==> src/rtl/fft_pkg.sv <==
// Shared definitions for the 16-point FFT sequencer.
// Holds the sequencer state encoding and the frame geometry constants.
package fft_pkg;

  localparam int unsigned FFT_N     = 16;
  localparam int unsigned FFT_WORDS = 32;
  localparam int unsigned DES_IDX_W = 5;

  typedef enum logic [2:0] {
    StIdle,
    StFetch,
    StDrain,
    StBf1,
    StBf2,
    StOutv
  } seq_state_e;

endpackage

==> src/rtl/fft16_seq_ctrl_if.sv <==
// Control/handshake bundle between the FFT sequencer and its environment.
//   start, abort, frame_base : frame request side (driven by the environment)
//   rom_addr                 : ROM read address
//   des_we, des_idx          : deserializer write strobe and slot
//   bf1_en, bf2_en           : butterfly stage register enables
//   out_valid, out_ready     : result handshake
//   busy, done               : status; done pulses when the result is accepted
// Modports: master = sequencer, slave = environment.
interface fft16_seq_ctrl_if #(
  parameter int unsigned ADDR_W = 6
);
  import fft_pkg::*;

  logic                 start;
  logic                 abort;
  logic [ADDR_W-1:0]    frame_base;
  logic [ADDR_W-1:0]    rom_addr;
  logic                 des_we;
  logic [DES_IDX_W-1:0] des_idx;
  logic                 bf1_en;
  logic                 bf2_en;
  logic                 out_valid;
  logic                 out_ready;
  logic                 busy;
  logic                 done;

  modport master (
    input  start, abort, frame_base, out_ready,
    output rom_addr, des_we, des_idx, bf1_en, bf2_en, out_valid, busy, done
  );

  modport slave (
    output start, abort, frame_base, out_ready,
    input  rom_addr, des_we, des_idx, bf1_en, bf2_en, out_valid, busy, done
  );

endinterface

==> src/rtl/fft_seq_dly.sv <==
// Depth-stage delay line for a valid flag plus index, with synchronous flush.
// Aligns the deserializer write strobe/slot with ROM read data.
//   clk, reset        : clock, asynchronous active-low reset
//   flush             : clears every stage at the next edge
//   in_vld, in_idx    : undelayed valid/index
//   out_vld, out_idx  : values delayed by Depth cycles
module fft_seq_dly #(
  parameter int unsigned Depth = 1,
  parameter int unsigned Width = 5
) (
  input  logic             clk,
  input  logic             reset,
  input  logic             flush,
  input  logic             in_vld,
  input  logic [Width-1:0] in_idx,
  output logic             out_vld,
  output logic [Width-1:0] out_idx
);

  logic [Depth-1:0] vld_q;
  logic [Width-1:0] idx_q [Depth];

  always_ff @(posedge clk or negedge reset) begin
    if (!reset) begin
      vld_q <= '0;
      for (int i = 0; i < Depth; i++) idx_q[i] <= '0;
    end else if (flush) begin
      vld_q <= '0;
      for (int i = 0; i < Depth; i++) idx_q[i] <= '0;
    end else begin
      vld_q[0] <= in_vld;
      idx_q[0] <= in_idx;
      for (int i = 1; i < Depth; i++) begin
        vld_q[i] <= vld_q[i-1];
        idx_q[i] <= idx_q[i-1];
      end
    end
  end

  assign out_vld = vld_q[Depth-1];
  assign out_idx = idx_q[Depth-1];

endmodule

==> src/rtl/fft16_seq_ctrl.sv <==
// Frame sequencer for the 16-point radix-4 FFT datapath.
// Fetches N_WORDS ROM words from a captured base, drives the deserializer
// strobes through a ROM_LAT delay line, pulses the two butterfly enables,
// then holds out_valid until out_ready.
//   clk, reset : clock, asynchronous active-low reset
//   bus        : fft16_seq_ctrl_if master modport (see interface header)
// Optional macro FFT_SEQ_CONT_EN: after each accepted result, fetch the next
// frame at base + N_WORDS immediately instead of returning to IDLE.
module fft16_seq_ctrl
  import fft_pkg::*;
#(
  parameter int unsigned ADDR_W  = 6,
  parameter int unsigned N_WORDS = FFT_WORDS,
  parameter int unsigned ROM_LAT = 1,
  parameter int unsigned BF1_LAT = 1,
  parameter int unsigned BF2_LAT = 1
) (
  input  logic              clk,
  input  logic              reset,
  fft16_seq_ctrl_if.master  bus
);

  localparam int unsigned CNT_W = (N_WORDS > 1) ? $clog2(N_WORDS) : 1;
  localparam int unsigned TMR_W = 16;
  localparam logic [CNT_W-1:0] LAST_CNT = CNT_W'(N_WORDS - 1);

  seq_state_e        state_q;
  logic [ADDR_W-1:0] base_q;
  logic [ADDR_W-1:0] rom_addr_q;
  logic [CNT_W-1:0]  cnt_q;
  logic [TMR_W-1:0]  tmr_q;
  logic              bf1_en_q;
  logic              bf2_en_q;
  logic              out_valid_q;

`ifdef FFT_SEQ_CONT_EN
  logic [ADDR_W-1:0] next_base;
  assign next_base = base_q + ADDR_W'(N_WORDS);
`endif

  always_ff @(posedge clk or negedge reset) begin
    if (!reset) begin
      state_q     <= StIdle;
      base_q      <= '0;
      rom_addr_q  <= '0;
      cnt_q       <= '0;
      tmr_q       <= '0;
      bf1_en_q    <= 1'b0;
      bf2_en_q    <= 1'b0;
      out_valid_q <= 1'b0;
    end else if (bus.abort) begin
      // Abort wins over start, out_ready and every timer; rom_addr holds.
      state_q     <= StIdle;
      cnt_q       <= '0;
      tmr_q       <= '0;
      bf1_en_q    <= 1'b0;
      bf2_en_q    <= 1'b0;
      out_valid_q <= 1'b0;
    end else begin
      unique case (state_q)
        StIdle: begin
          if (bus.start) begin
            state_q    <= StFetch;
            base_q     <= bus.frame_base;
            rom_addr_q <= bus.frame_base;
            cnt_q      <= '0;
          end
        end
        StFetch: begin
          if (cnt_q == LAST_CNT) begin
            state_q <= StDrain;
            tmr_q   <= TMR_W'(ROM_LAT - 1);
          end else begin
            cnt_q      <= cnt_q + CNT_W'(1);
            rom_addr_q <= base_q + ADDR_W'(cnt_q) + ADDR_W'(1);
          end
        end
        StDrain: begin
          if (tmr_q == '0) begin
            state_q  <= StBf1;
            bf1_en_q <= 1'b1;
            tmr_q    <= TMR_W'(BF1_LAT - 1);
          end else begin
            tmr_q <= tmr_q - TMR_W'(1);
          end
        end
        StBf1: begin
          if (tmr_q == '0) begin
            state_q  <= StBf2;
            bf1_en_q <= 1'b0;
            bf2_en_q <= 1'b1;
            tmr_q    <= TMR_W'(BF2_LAT - 1);
          end else begin
            tmr_q <= tmr_q - TMR_W'(1);
          end
        end
        StBf2: begin
          if (tmr_q == '0) begin
            state_q     <= StOutv;
            bf2_en_q    <= 1'b0;
            out_valid_q <= 1'b1;
          end else begin
            tmr_q <= tmr_q - TMR_W'(1);
          end
        end
        StOutv: begin
          if (bus.out_ready) begin
            out_valid_q <= 1'b0;
`ifdef FFT_SEQ_CONT_EN
            state_q    <= StFetch;
            base_q     <= next_base;
            rom_addr_q <= next_base;
            cnt_q      <= '0;
`else
            state_q <= StIdle;
`endif
          end
        end
        default: state_q <= StIdle;
      endcase
    end
  end

  fft_seq_dly #(
    .Depth (ROM_LAT),
    .Width (DES_IDX_W)
  ) u_dly (
    .clk     (clk),
    .reset   (reset),
    .flush   (bus.abort),
    .in_vld  (state_q == StFetch),
    .in_idx  (DES_IDX_W'(cnt_q)),
    .out_vld (bus.des_we),
    .out_idx (bus.des_idx)
  );

  assign bus.rom_addr  = rom_addr_q;
  assign bus.bf1_en    = bf1_en_q;
  assign bus.bf2_en    = bf2_en_q;
  assign bus.out_valid = out_valid_q;
  assign bus.busy      = (state_q != StIdle);
  // done must appear in the accepting cycle itself, so it is decoded from the handshake.
  assign bus.done      = out_valid_q & bus.out_ready & ~bus.abort;

endmodule

==> src/flat_wrapper.sv <==
// flat-port wrapper written by rule: the top's interface ports become plain ports
module fft16_seq_ctrl_flat import fft_pkg::*;
#(
  parameter int unsigned ADDR_W  = 6,
  parameter int unsigned N_WORDS = FFT_WORDS,
  parameter int unsigned ROM_LAT = 1,
  parameter int unsigned BF1_LAT = 1,
  parameter int unsigned BF2_LAT = 1
)
  (clk, reset, bus_start, bus_abort, bus_frame_base, bus_out_ready, bus_rom_addr, bus_des_we, bus_des_idx, bus_bf1_en, bus_bf2_en, bus_out_valid, bus_busy, bus_done);
  fft16_seq_ctrl_if #(.ADDR_W(ADDR_W)) bus_i ();
  input  logic clk;
  input  logic reset;
  input wire logic [$bits(bus_i.start)-1:0] bus_start;
  input wire logic [$bits(bus_i.abort)-1:0] bus_abort;
  input wire logic [$bits(bus_i.frame_base)-1:0] bus_frame_base;
  input wire logic [$bits(bus_i.out_ready)-1:0] bus_out_ready;
  output wire logic [$bits(bus_i.rom_addr)-1:0] bus_rom_addr;
  output wire logic [$bits(bus_i.des_we)-1:0] bus_des_we;
  output wire logic [$bits(bus_i.des_idx)-1:0] bus_des_idx;
  output wire logic [$bits(bus_i.bf1_en)-1:0] bus_bf1_en;
  output wire logic [$bits(bus_i.bf2_en)-1:0] bus_bf2_en;
  output wire logic [$bits(bus_i.out_valid)-1:0] bus_out_valid;
  output wire logic [$bits(bus_i.busy)-1:0] bus_busy;
  output wire logic [$bits(bus_i.done)-1:0] bus_done;
  assign bus_i.start = bus_start;
  assign bus_i.abort = bus_abort;
  assign bus_i.frame_base = bus_frame_base;
  assign bus_i.out_ready = bus_out_ready;
  assign bus_rom_addr = bus_i.rom_addr;
  assign bus_des_we = bus_i.des_we;
  assign bus_des_idx = bus_i.des_idx;
  assign bus_bf1_en = bus_i.bf1_en;
  assign bus_bf2_en = bus_i.bf2_en;
  assign bus_out_valid = bus_i.out_valid;
  assign bus_busy = bus_i.busy;
  assign bus_done = bus_i.done;
  fft16_seq_ctrl #(.ADDR_W(ADDR_W), .N_WORDS(N_WORDS), .ROM_LAT(ROM_LAT), .BF1_LAT(BF1_LAT), .BF2_LAT(BF2_LAT)) u_core (.clk(clk), .reset(reset), .bus(bus_i));
endmodule
==> config.mk <==
export PLATFORM = sky130hd
export DESIGN_NAME = fft16_seq_ctrl_flat
export DESIGN_NICKNAME = d
export VERILOG_FILES = /design/src/rtl/fft_pkg.sv /design/src/rtl/fft16_seq_ctrl_if.sv /design/src/rtl/fft_seq_dly.sv /design/src/rtl/fft16_seq_ctrl.sv /design/src/flat_wrapper.sv
export SDC_FILE = /design/constraint.sdc
export NUM_CORES = 1
export LEC_CHECK = 0
export BUFFER_PORTS_ARGS = -buffer_cell sky130_fd_sc_hd__buf_2
export CORE_MARGIN = 4
export CORE_UTILIZATION = 40
export CTS_CLUSTER_SIZE = 8
export DETAILED_ROUTE_END_ITERATION = 8
export SLEW_MARGIN = 0
export SYNTH_ARGS = -nofsm -noshare
export SYNTH_HDL_FRONTEND = slang
export SYNTH_SLANG_ARGS = --single-unit
==> constraint.sdc <==
create_clock -name clk -period 2.88 [get_ports clk]
set_clock_uncertainty 0.05 [all_clocks]
set_input_delay 0 -clock clk [delete_from_list [all_inputs] [get_ports clk]]
set_output_delay 0 -clock clk [all_outputs]
set_load 0.02 [all_outputs]
==> flow_summary.json <==
{
  "outcome": "completed",
  "critPathKind": "reg -> reg",
  "avgSynthCellArea_sq_um": 9.93,
  "die_h_microns": 86.8,
  "cts_resized": 0,
  "cts.sinks": 45,
  "fin_hold_ws_ps": 20.4,
  "worstHoldStart": "bus_frame_base[5]",
  "slew_viol_final": 0,
  "clock_latency_ps": 300,
  "finalCriticalPeriod_ps": 2260,
  "syn-num-nets": 270,
  "leakagePower_uw": 0.00134,
  "finalHoldViolCount": 0,
  "slew-limit-headroom": 0.346,
  "worstReg2RegStart": "u_core.cnt_q[1]$_DFFE_PN0P_",
  "first_global_vias": 1962,
  "grt_use_total": 0.152,
  "cts_root_buf": "clkbuf_8",
  "r2r.worst_path.cells": 8,
  "viasPerCell": 5.30,
  "synth_area_sq_um": 2480,
  "min_path_cells": 3,
  "p_per_area_nw_per_um2": 1030,
  "firstDrtPassIters": 4,
  "end_kind": "flip-flop",
  "syn_to_final_growth_pct": 14.7,
  "critPathLaunchType": "flip-flop",
  "layout.nets": 305,
  "vias": 1909,
  "synth_common_cells": "dfrtp_1 (45), a21oi_1 (23), nor2_1 (20)",
  "yosys_most_used_dff": "dfrtp_1",
  "overflow": 0,
  "post_drt_wl_per_cell_microns": 14.3,
  "worstPathMaxFanout": 11,
  "ys_ff_latch": 45,
  "synth_top_cell_area_share": 0.453,
  "final_antenna_net_count": 0,
  "ys_warn_count": 0,
  "rows": 28,
  "wirelength_microns": 5130,
  "antenna_found_initial": 0,
  "finalCritPeriodShare": 0.785,
  "crit_start": "u_core.cnt_q[1]$_DFFE_PN0P_",
  "crit_required_ps": 3050,
  "setup_viol": 0,
  "die_w_microns": 86.8,
  "seq_area_frac_synth": 0.453,
  "finalWorstSetupSlack_ps": 618,
  "drtIter0Drc": 93,
  "io_pins": 28,
  "setup_tns_ps": 0,
  "post_cts_buffers": 0,
  "die_area_sq_um": 7530,
  "io_buffers": 27,
  "start_util": 0.417,
  "cts_hold_buf": 7,
  "clk_path_buf_depth": 2,
  "fp.coreArea_sq_um": 5960,
  "syn_inst": 250,
  "peakVddDrop_mv": 0.478,
  "grt_pass1_wl_microns": 9110,
  "cts.reportedPaths.clkPinSlew_ps": 80,
  "cts_tree": "built",
  "rsz0062_at_grt": "no",
  "hpwl_microns": 3610,
  "worst_slew_pin_slew_ps": 981,
  "cts_buffers": 5,
  "drc": 0,
  "synth-edff-count": 0,
  "yosysMostFrequentCell": "dfrtp_1",
  "crit_arrival_ps": 2430,
  "yosys-top-cells-area": "dfrtp_1 (45%), a21oi_1 (4.6%), ha_1 (4.0%)",
  "async_flop_share": 1.00,
  "clock.fmax_mhz": 442,
  "antenna_cells": 0,
  "drive_gt1_frac": 0.172,
  "synth_cell_types": 56,
  "max_cap_violations": 0,
  "gp_routability_congestion": 0.778,
  "yosys.area.top_type": "dfrtp_1",
  "grt_max_degree": 46,
  "preCtsSetupSlack_ps": 649,
  "hp-class": "in -> reg",
  "htree_levels": 2
}
==> power by group <==
group          switching (uW)  internal, uW  total, uW
Sequential                244           839       1080
Combinational             807           635       1440
Clock                     205           191        396
Total                    1260          1660       2920
==> critical path, cell delays in order (launching register included) <==
cell	delay, ps
dfrtp_1	460
ha_1	200
and3_1	150
ha_1	200
a21oi_1	90
o211ai_2	220
o211ai_2	220
or4_1	450
a21oi_1	150
==> cell type report <==
class | count | area (sq um)
fillers | 584 | 3110
multi-input cells | 186 | 1270
flip-flops and latches | 45 | 1130
repair buffers | 38 | 235
well taps | 75 | 93.8
clock buffers | 7 | 86.3
inverters | 9 | 33.8
==> routing by layer <==
layer,GRT usage,vias up,part of all wire
met5,0,-,0
met4,0.0482,0,0.013
met3,0.0257,7,0.024
met2,0.257,25,0.49
met1,0.198,907,0.47
li1,-,970,-
==> cell families after synthesis <==
| logic type | Yosys count | share of synthesized area |
|---|---|---|
| muxes | 8 | 0.0348 |
| DFF | 45 | 0.453 |
| buffers and inverters | 19 | 0.0343 |
| AOI/OAI and AO/OA | 63 | 0.162 |
| and+or+nand+nor | 95 | 0.228 |
| adders and majority gates | 9 | 0.0484 |
| xor gates and xnor gates | 11 | 0.0388 |
==> per-stage QoR <==
| stage | util | instance area, sq um | std cells | total power, uW |
|---|---|---|---|---|
| CTS | 0.478 | 2850 | 360 | 2950 |
| floorplan | - | 2480 | 250 | 2210 |
| detailed placement | 0.452 | 2690 | 346 | 2540 |
| finish | 0.478 | 2850 | 360 | 2920 |
| global placement | 0.452 | 2690 | 346 | 2520 |
| global route | 0.478 | 2850 | 360 | 3190 |
==> state kept, by name, indices dropped and copies added (netlist names) <==
signal,count
u_core.base_q,6
u_core.bus.bf1_en,1
u_core.bus.bf2_en,1
u_core.bus.out_valid,1
u_core.bus.rom_addr,6
u_core.cnt_q,5
u_core.state_q,3
u_core.tmr_q,16
u_core.u_dly.out_idx,5
u_core.u_dly.out_vld,1
==> final timing paths <==
path / end / slack [ps]
worst max-delay path: u_core.tmr_q[15]$_DFFE_PN0P_ / 620
worst min-delay path: u_core.base_q[5]$_DFFE_PN0P_ / 20
worst max register to register: u_core.tmr_q[15]$_DFFE_PN0P_ / 620
worst min register to register: u_core.bus.rom_addr[4]$_DFFE_PN0P_ / 440
max in group asynchronous: u_core.bus.rom_addr[0]$_DFFE_PN0P_ / 1820
min in group asynchronous: u_core.tmr_q[0]$_DFFE_PN0P_ / 350
==> layout by cell type (no fill, tap or decap), types with 6 or more instances in the layout <==
cell | Yosys | layout
nand2_1 | 18 | 18
nor2b_1 | 7 | 7
clkbuf_8 | 0 | 6
or3_1 | 7 | 7
inv_1 | 7 | 7
a21oi_1 | 23 | 23
dfrtp_1 | 45 | 45
nand2b_1 | 6 | 6
nor2_1 | 20 | 20
buf_2 | 2 | 27
o21ai_1 | 13 | 13
nor3_1 | 8 | 8
xor2_1 | 9 | 9
dlygate4sd3_1 | 0 | 7
ha_1 | 8 | 8
Power figures use the tool's default switching activity.
